File: src/rtl/prbs_frame_serializer.sv
// Frame serializer: sends FRAME_WORDS*WORD_WIDTH bits of PRBS, alternating,
// fixed-word or zero pattern, each bit held speed_ctrl+1 clocks.
//
// state | meaning
// IDLE  | waiting for start; outputs low
// SEND  | frame in progress; one bit per speed_ctrl+1 clocks
// DONE  | one-cycle frame_done pulse, then back to IDLE
module prbs_frame_serializer #(
  parameter int WORD_WIDTH  = 10,
  parameter int FRAME_WORDS = 20,
  parameter int POLY_LENGTH = 9,
  parameter int POLY_TAP    = 5,
  parameter int INV_PATTERN = 1,
  parameter int DIV_WIDTH   = 4
) (
  input  logic                  clk,
  input  logic                  rst_n,
  input  logic                  start,
  input  logic                  abort,
  input  logic                  continuous,
  input  logic [1:0]            mode,
  input  logic [WORD_WIDTH-1:0] fixed_word,
  input  logic [DIV_WIDTH-1:0]  speed_ctrl,
  output logic                  serial_out,
  output logic                  bit_strobe,
  output logic                  busy,
  output logic                  frame_done
);

  localparam int BIT_CW  = $clog2(WORD_WIDTH + 1);
  localparam int WORD_CW = $clog2(FRAME_WORDS + 1);
  localparam logic [BIT_CW-1:0]  LAST_BIT  = BIT_CW'(WORD_WIDTH - 1);
  localparam logic [WORD_CW-1:0] LAST_WORD = WORD_CW'(FRAME_WORDS - 1);
  localparam logic INV = (INV_PATTERN != 0);

  typedef enum logic [1:0] {IDLE, SEND, DONE} state_t;

  state_t                 state_q, state_d;
  logic [POLY_LENGTH-1:0] lfsr_q;
  logic [BIT_CW-1:0]      bit_cnt_q;
  logic [WORD_CW-1:0]     word_cnt_q;
  logic [DIV_WIDTH-1:0]   div_cnt_q;
  logic [1:0]             mode_q;
  logic [DIV_WIDTH-1:0]   speed_q;
  logic [WORD_WIDTH-1:0]  fixed_q;
  logic [WORD_WIDTH-1:0]  fixed_sh_q;
  logic                   alt_q;

  logic bit_end, last_word_bit, frame_end;
  logic load, adv;
  logic serial_d, strobe_d, busy_d, done_d;
  logic [1:0]             src_mode;
  logic [POLY_LENGTH-1:0] src_lfsr;
  logic                   src_fixed, src_alt, gen_bit;

  function automatic logic [POLY_LENGTH-1:0] lfsr_step(input logic [POLY_LENGTH-1:0] v);
    return {v[POLY_LENGTH-2:0], v[POLY_LENGTH-1] ^ v[POLY_TAP-1]};
  endfunction

  assign bit_end       = (div_cnt_q == '0);
  assign last_word_bit = (bit_cnt_q == LAST_BIT);
  assign frame_end     = bit_end && last_word_bit && (word_cnt_q == LAST_WORD);

  // On a frame load the next bit comes from the live inputs and a fresh seed.
  always_comb begin
    src_mode  = load ? mode : mode_q;
    src_lfsr  = load ? '1 : lfsr_q;
    src_alt   = load ? 1'b1 : ~alt_q;
    src_fixed = load ? fixed_word[WORD_WIDTH-1]
                     : (last_word_bit ? fixed_q[WORD_WIDTH-1] : fixed_sh_q[WORD_WIDTH-1]);
    case (src_mode)
      2'b00:   gen_bit = src_lfsr[POLY_LENGTH-1] ^ INV;
      2'b01:   gen_bit = src_alt;
      2'b10:   gen_bit = src_fixed;
      default: gen_bit = 1'b0;
    endcase
  end

  always_comb begin
    state_d  = state_q;
    load     = 1'b0;
    adv      = 1'b0;
    serial_d = 1'b0;
    strobe_d = 1'b0;
    busy_d   = 1'b0;
    done_d   = 1'b0;
    case (state_q)
      IDLE: begin
        if (start) begin
          state_d = SEND;
          load    = 1'b1;
        end
      end
      SEND: begin
        if (abort) begin
          state_d = IDLE;
        end else if (!bit_end) begin
          busy_d   = 1'b1;
          serial_d = serial_out;
        end else if (!frame_end) begin
          adv = 1'b1;
        end else begin
          done_d = 1'b1;
          if (continuous) load = 1'b1;
          else            state_d = DONE;
        end
      end
      DONE:    state_d = IDLE;
      default: state_d = IDLE;
    endcase
    if (load || adv) begin
      busy_d   = 1'b1;
      strobe_d = 1'b1;
      serial_d = gen_bit;
    end
  end

  always_ff @(posedge clk or negedge rst_n) begin
    if (!rst_n) begin
      state_q    <= IDLE;
      lfsr_q     <= '1;
      bit_cnt_q  <= '0;
      word_cnt_q <= '0;
      div_cnt_q  <= '0;
      mode_q     <= '0;
      speed_q    <= '0;
      fixed_q    <= '0;
      fixed_sh_q <= '0;
      alt_q      <= 1'b0;
      serial_out <= 1'b0;
      bit_strobe <= 1'b0;
      busy       <= 1'b0;
      frame_done <= 1'b0;
    end else begin
      state_q    <= state_d;
      serial_out <= serial_d;
      bit_strobe <= strobe_d;
      busy       <= busy_d;
      frame_done <= done_d;
      if (load) begin
        mode_q     <= mode;
        speed_q    <= speed_ctrl;
        fixed_q    <= fixed_word;
        fixed_sh_q <= fixed_word << 1;
        lfsr_q     <= lfsr_step('1);
        alt_q      <= 1'b1;
        bit_cnt_q  <= '0;
        word_cnt_q <= '0;
        div_cnt_q  <= speed_ctrl;
      end else if (adv) begin
        lfsr_q     <= lfsr_step(lfsr_q);
        alt_q      <= ~alt_q;
        div_cnt_q  <= speed_q;
        fixed_sh_q <= last_word_bit ? (fixed_q << 1) : (fixed_sh_q << 1);
        if (last_word_bit) begin
          bit_cnt_q  <= '0;
          word_cnt_q <= word_cnt_q + 1'b1;
        end else begin
          bit_cnt_q <= bit_cnt_q + 1'b1;
        end
      end else if (state_d == SEND) begin
        div_cnt_q <= div_cnt_q - 1'b1;
      end else begin
        lfsr_q     <= '1;
        bit_cnt_q  <= '0;
        word_cnt_q <= '0;
        div_cnt_q  <= '0;
      end
    end
  end

endmodule

File: config.mk
export PLATFORM = sky130hd
export DESIGN_NAME = prbs_frame_serializer
export DESIGN_NICKNAME = d
export VERILOG_FILES = /design/src/rtl/prbs_frame_serializer.sv
export SDC_FILE = /design/constraint.sdc
export NUM_CORES = 1
export LEC_CHECK = 0
export ABC_AREA = 1
export CAP_MARGIN = 15
export CORE_MARGIN = 2
export CORE_UTILIZATION = 51
export CTS_BUF_LIST = sky130_fd_sc_hd__clkbuf_16
export CTS_CLUSTER_SIZE = 20
export DETAILED_ROUTE_END_ITERATION = 7
export PLACE_DENSITY_LB_ADDON = 0.15
export SETUP_SLACK_MARGIN = 0.1
export SLEW_MARGIN = 10
export SYNTH_ARGS = -nofsm -noshare
export SYNTH_HDL_FRONTEND = slang
export SYNTH_SLANG_ARGS = --single-unit
File: constraint.sdc
create_clock -name clk -period 1.8 [get_ports clk]
set_clock_uncertainty 0.2 [all_clocks]
set_input_delay 0.54 -clock clk [delete_from_list [all_inputs] [get_ports clk]]
set_output_delay 0.54 -clock clk [all_outputs]
set_load 0.01 [all_outputs]
Word level (Yosys, flattened, before mapping):

Index checks and enable logic that the tools add are counted.

* flip-flop bits (word level): 55
* input bits: 21
* output and inout bits: 4
* word-level logic and storage cells: 91

* $add $sub $neg: 3
* equality and inequality tests: 9
* mux-type cells: 54
* bitwise operators: 3
* reductions and logical operators: 8

Operator list (number)
* 9-bit two-way mux: 4
* 10-bit two-way mux: 3
* 4-bit two-way mux: 7
* 1-bit two-way mux: 27
* 5-bit two-way mux: 4
* 2-bit two-way mux: 6
* 2-bit by 1-bit == test with 1-bit output (second input constant): 3
* 3-bit inequality test (second input constant): 2
* 5-bit by 1-bit adder with 5-bit output (second input constant): 1
* 5-bit == test (second input constant): 1
* 4-bit by 1-bit adder with 4-bit output (second input constant): 1
* 4-bit == test (second input constant): 1
* 2-bit zero test: 2
* 4-bit zero test: 1
* 4-bit inequality test (second input constant): 1
* 2-bit one-hot mux with 2 select lines: 1
* 4-bit by 1-bit subtractor with 4-bit output (second input constant): 1
* 1-bit one-hot mux with 3 select lines: 1
* 2-bit == test (second input constant): 1
* 1-bit logical AND: 2
* 1-bit inverter: 2
* 1-bit one-hot mux with 2 select lines: 1
* 2-bit AND reduction: 1
* 2-bit nonzero test: 1
* 2 further kinds: 2

Depth between registers and ports, before layout:

Gate-level depths: netlist of run 1.

* depth in word-level cells: 11
* depth in mapped cells: 14
* mapped depth without buffers: 13

Worst setup path after synthesis of run 1:

No wires, ideal clock.

* kind: input-to-reg
* start point: input abort
* end point: register word_cnt_q[0]
* data arrival time: 1.594 ns
* data required time: 1.473 ns
* slack: -0.121 ns
* stages on the path: 9
* path buffers: 0
* path through: nand3b_1 > nor2_4 > inv_2 > nor2_4 > inv_4 > o21ai_4 > inv_2 > nand2_1 > o21ai_0

* word-level cells in the longest chain between the ends: 5
* elaborated cells between the ends (all ways): 12
* classes of those cells: eq/ne: 3; mux: 8; reduce/logical: 1

RTL lines
* start: declaration: RTL line 19 `input logic abort,`
* 2-bit two-way mux: RTL line 95 `if (abort) begin`
* 2-bit one-hot mux with 2 select lines: RTL line 87 `case (state_q)`
* 2-bit by 1-bit == test with 1-bit output: RTL line 161 `end else if (state_d == SEND) begin`
* 3-bit inequality test (no line)
* 2-bit AND reduction (no line)
* end signal: assignment: RTL line 157 `word_cnt_q <= word_cnt_q + 1'b1;`
* end: declaration: RTL line 41 `logic [WORD_CW-1:0] word_cnt_q;`

Several ways; a longest one is shown, not always the timed one.
A chain may end at the register's enable or synchronous reset.

Worst setup path after layout of run 1:

* start point: register word_cnt_q[0]
* end point: register div_cnt_q[0]

* word-level cells in the longest chain between the ends: 10
* elaborated cells between the ends (all ways): 18
* classes of those cells: eq/ne: 2; mux: 15; reduce/logical: 1

RTL lines
* 5-bit == test *: RTL line 62 `assign frame_end = bit_end && last_word_bit && (word_cnt_q == LAST_WORD);`
* 1-bit logical AND *: RTL line 62
* 2-bit two-way mux: RTL line 100 `end else if (!frame_end) begin`
* 2-bit two-way mux: RTL line 97 `end else if (!bit_end) begin`
* 2-bit two-way mux: RTL line 95
* 2-bit one-hot mux with 2 select lines: RTL line 87
* 2-bit by 1-bit == test with 1-bit output: RTL line 161
* 4-bit two-way mux: RTL line 161
* 4-bit two-way mux: RTL line 150 `end else if (adv) begin`
* 4-bit two-way mux *: RTL line 140 `if (load) begin`
* end signal: assignment: RTL line 149 `div_cnt_q <= speed_ctrl;`
* end signal: assignment: RTL line 153 `div_cnt_q <= speed_q;`
* end signal: assignment: RTL line 162 `div_cnt_q <= div_cnt_q - 1'b1;`
* end: declaration: RTL line 42 `logic [DIV_WIDTH-1:0] div_cnt_q;`

Every way passes the cells marked *; elsewhere a longest branch is shown, timed or not.

==> results of run 1 <==
worst max-delay path, stage by stage, from the launching register on:
cell and delay [ps]:
dfrtp_1 390, ha_2 200, nand2_2 60, inv_2 40
nand2_4 70, nor2_8 50, nand3_4 110, nand2_8 80
buf_12 140, buf_12 130, buf_12 130, buf_12 120
nand2_4 50, o221ai_2 80
cell families after synthesis:
family,count (synthesis)
compound gates,62
xor+xnor,6
flops,54
fa+ha+maj,3
simple gates,98
buf+inv,54
worst paths after layout:
path	depth (start not counted)	end
min reg2reg	1	alt_q
max in group asynchronous	2	lfsr_q[1]
min	2	busy
min in group clk	1	alt_q
max	13	div_cnt_q[0]
max reg2reg	13	div_cnt_q[0]
area by class of cell:
class / count / area, um^2
tap: 67 / 83.83
clock inverter: 3 / 11.26
fill: 229 / 651.9
timing repair inverter: 1 / 11.26
timing repair buffer: 93 / 1027
sequential: 54 / 1363
clock buffer: 5 / 125.1
inverter: 45 / 186.4
multi-input combinational: 169 / 1326
flip-flops by register name (all words and copies together) (netlist names):
| signal | cells |
|---|---|
| serial_out | 1 |
| frame_done | 1 |
| busy | 1 |
| bit_strobe | 1 |
| lfsr_q | 9 |
| mode_q | 2 |
| fixed_sh_q | 9 |
| bit_cnt_q | 4 |
| word_cnt_q | 5 |
| div_cnt_q | 4 |
| speed_q | 4 |
| fixed_q | 10 |
| alt_q | 1 |
| state_q | 2 |
cell usage in the layout, fill, tap and decap left out, types with 4 or more instances in the layout:
cell type and n:
buf_4 39, a31oi_1 4, buf_16 4, o21ai_1 9
inv_1 34, o221ai_2 4, dfstp_2 9, nand2_4 11
o22ai_2 7, buf_12 12, dfrtp_1 45, xnor2_1 6
nand2_2 17, o21ai_0 10, inv_2 9, nand3_1 8
buf_6 14, nor2_4 9, nand2_1 28, clkdlybuf4s50_1 18
nor2_2 7, o21ai_2 15, nor2_1 5, clkbuf_16 5
metrics by stage:
stage                     cell area, um^2  hold slack [ps]  setup slack [ps]  std cells
after floorplan                      2600            44.41            -118.8        277
after global placement               3133            272.2            -546.0        391
after detailed placement             3133            281.6            -619.8        391
after CTS                            3872            49.75            -169.8        427
after global routing                 4134            59.99            -350.2        437
final                                4134            20.77            -215.3        437
routing by layer:
| layer | vias to the layer above | part of all wire |
|---|---|---|
| met5 | - | 0 |
| li1 | 1080 | - |
| met4 | 0 | 0.022 |
| met1 | 1160 | 0.39 |
| met2 | 67 | 0.55 |
| met3 | 16 | 0.036 |
where the power goes:
| group | total [mW] | internal, mW | switching (mW) |
|---|---|---|---|
| Combinational | 1.54 | 0.765 | 0.780 |
| Sequential | 1.58 | 1.43 | 0.146 |
| Clock | 0.922 | 0.502 | 0.420 |
repair_timing:
item,in CTS,in global routing
resized for setup,82,61
pin swaps,16,22
setup endpoints to repair,55,53
gates cloned,6,0
hold buffers,0,0
setup buffers,23,14
==> impl_metrics.csv, run 1 <==
group,metric,value,unit
logic_synthesis,ys_warn_count,0,
route,wl_per_cell,17.03,um
place,dp_hpwl,3392,um
logic_synthesis,synth_top_family_by_area,"simple AND/OR/NAND/NOR gates",
global_route,antenna_found_initial,0,
setup_path,start_kind,"flop",
finish,final_layout_size_suffix_gt1_frac,0.5054,
setup_path,worstPathRequired,1770,ps
route,dr.pass1.iters,4,
logic_synthesis,ys_seq_elements,54,
place,gp_congestion,0.8230,
logic_synthesis,yosys.area_share.simple,0.1877,
logic_synthesis,syn_avg_cell_area,9.215,um^2
clock_tree,cts_buffer_depth,2,
power,total_power,4.049,mW
die,start_util,0.5333,
hold_path,hp-class,"in -> async",
clock_tree,cts-root-buf,"clkbuf_16",
global_route,use_met2,0.4572,
sta,fin_crit_sh,1.120,
clock_tree,clkTransAtPathRegs,70,ps
sta,tns,-5024,ps
logic_synthesis,synthMuxAreaShare,0,
power,ir_worst_vdd,681.9,uV
global_route,grt_max_degree,55,
power,power_density,979.4,nW/um^2
die,die_w,74.75,um
logic_synthesis,yosysMostFrequentCell,"nand2_1",
logic_synthesis,synth_top_area_frac,0.4412,
sta,fmax,0.4962,GHz
logic_synthesis,synthArstFlopShare,1.000,
setup_path,critical_path_class,"reg -> reg",
setup_path,arrival,1980,ps
finish,layout.nets,393,
sta,hold_viol,0,
die,num_rows,25,
clock_tree,cts_sinks,54,
setup_path,path_max_fanout,5,
sta,slew_headroom,0.7758,
setup_path,end_kind,"flop",
route,drt.antenna.violating_nets,0,
logic_synthesis,synth_compound_area_frac,0.1466,
logic_synthesis,synth.area.top_cells,"dfrtp_1, dfstp_2, nand2_1",
outcome,violations,"setup timing",
route,drcViolationCount,0,
die,die_area,5587,um^2
route,drt_iter0_drc,141,
logic_synthesis,synth_fa_ha_area_frac,0.01471,
finish,syn2layout_area_growth,61.96,%
logic_synthesis,synth-edff-count,0,
route,wirelength,7444,um
setup_path,r2r_start,"word_cnt_q[0]",
run,cap_viol_max_count,0,
logic_synthesis,yosysTopAreaCell,"dfrtp_1",
clock_tree,cts_tree,"yes",
logic_synthesis,ys_types,36,
global_route,grt_usage,0.2551,
die,core,4786,um^2
logic_synthesis,yosysSeqAreaShare,0.5338,
logic_synthesis,netlist_instances,277,
setup_path,rrSetupSlack,-220,ps
sta,worstMarginPinSlew,333.2,ps
sta,setup_viol,44,
global_route,busiest_layer,"met2",
die,ioPinCount,25,
global_route,grt_pass1_wl,10690,um
logic_synthesis,synth_xor_area_frac,0.02059,
global_route,grt_pass1_vias,2271,
logic_synthesis,syn_area,2552,um^2
global_route,grt.met3_usage,0.03748,
setup_path,critPathLaunch,"word_cnt_q[0]",
power,p_leak,1.921,nW
place,numPortBuffers,24,
finish,final_util,0.8638,
logic_synthesis,yosys-top-cells-count,"nand2_1, dfrtp_1, inv_1, o21ai_0, nor2_1",
finish,num_antenna_cells,0,
global_route,grt_use_met1,0.3211,
sta,drv_slew,0,
clock_tree,clk_latency,290,ps
sta,post-route-min-period,2015,ps
route,viasPerCell,5.316,
clock_tree,htreeDepth,2,
logic_synthesis,syn-num-nets,301,
clock_tree,cts_made_buffers,5,
die,die_h,74.75,um
logic_synthesis,ys.flop_type,"dfrtp_1",
outcome,status,"finished with violations",
route,vias,2323,
sta,rsz0062_at_grt,"true",
sta,timing.final.ws_setup,-215.3,ps
global_route,overflow,0,
Power figures use the tool's default switching activity.
==> run 2, diff against run 1 <==
--- a/config.mk
+++ b/config.mk
@@ -6,7 +6,6 @@
 export NUM_CORES = 1
 export LEC_CHECK = 0
 export ABC_AREA = 1
-export CAP_MARGIN = 15
 export CORE_MARGIN = 2
 export CORE_UTILIZATION = 51
 export CTS_BUF_LIST = sky130_fd_sc_hd__clkbuf_16
==> results of run 2 <==
The final DEF is identical to that of run 1; final timing and power are the same.
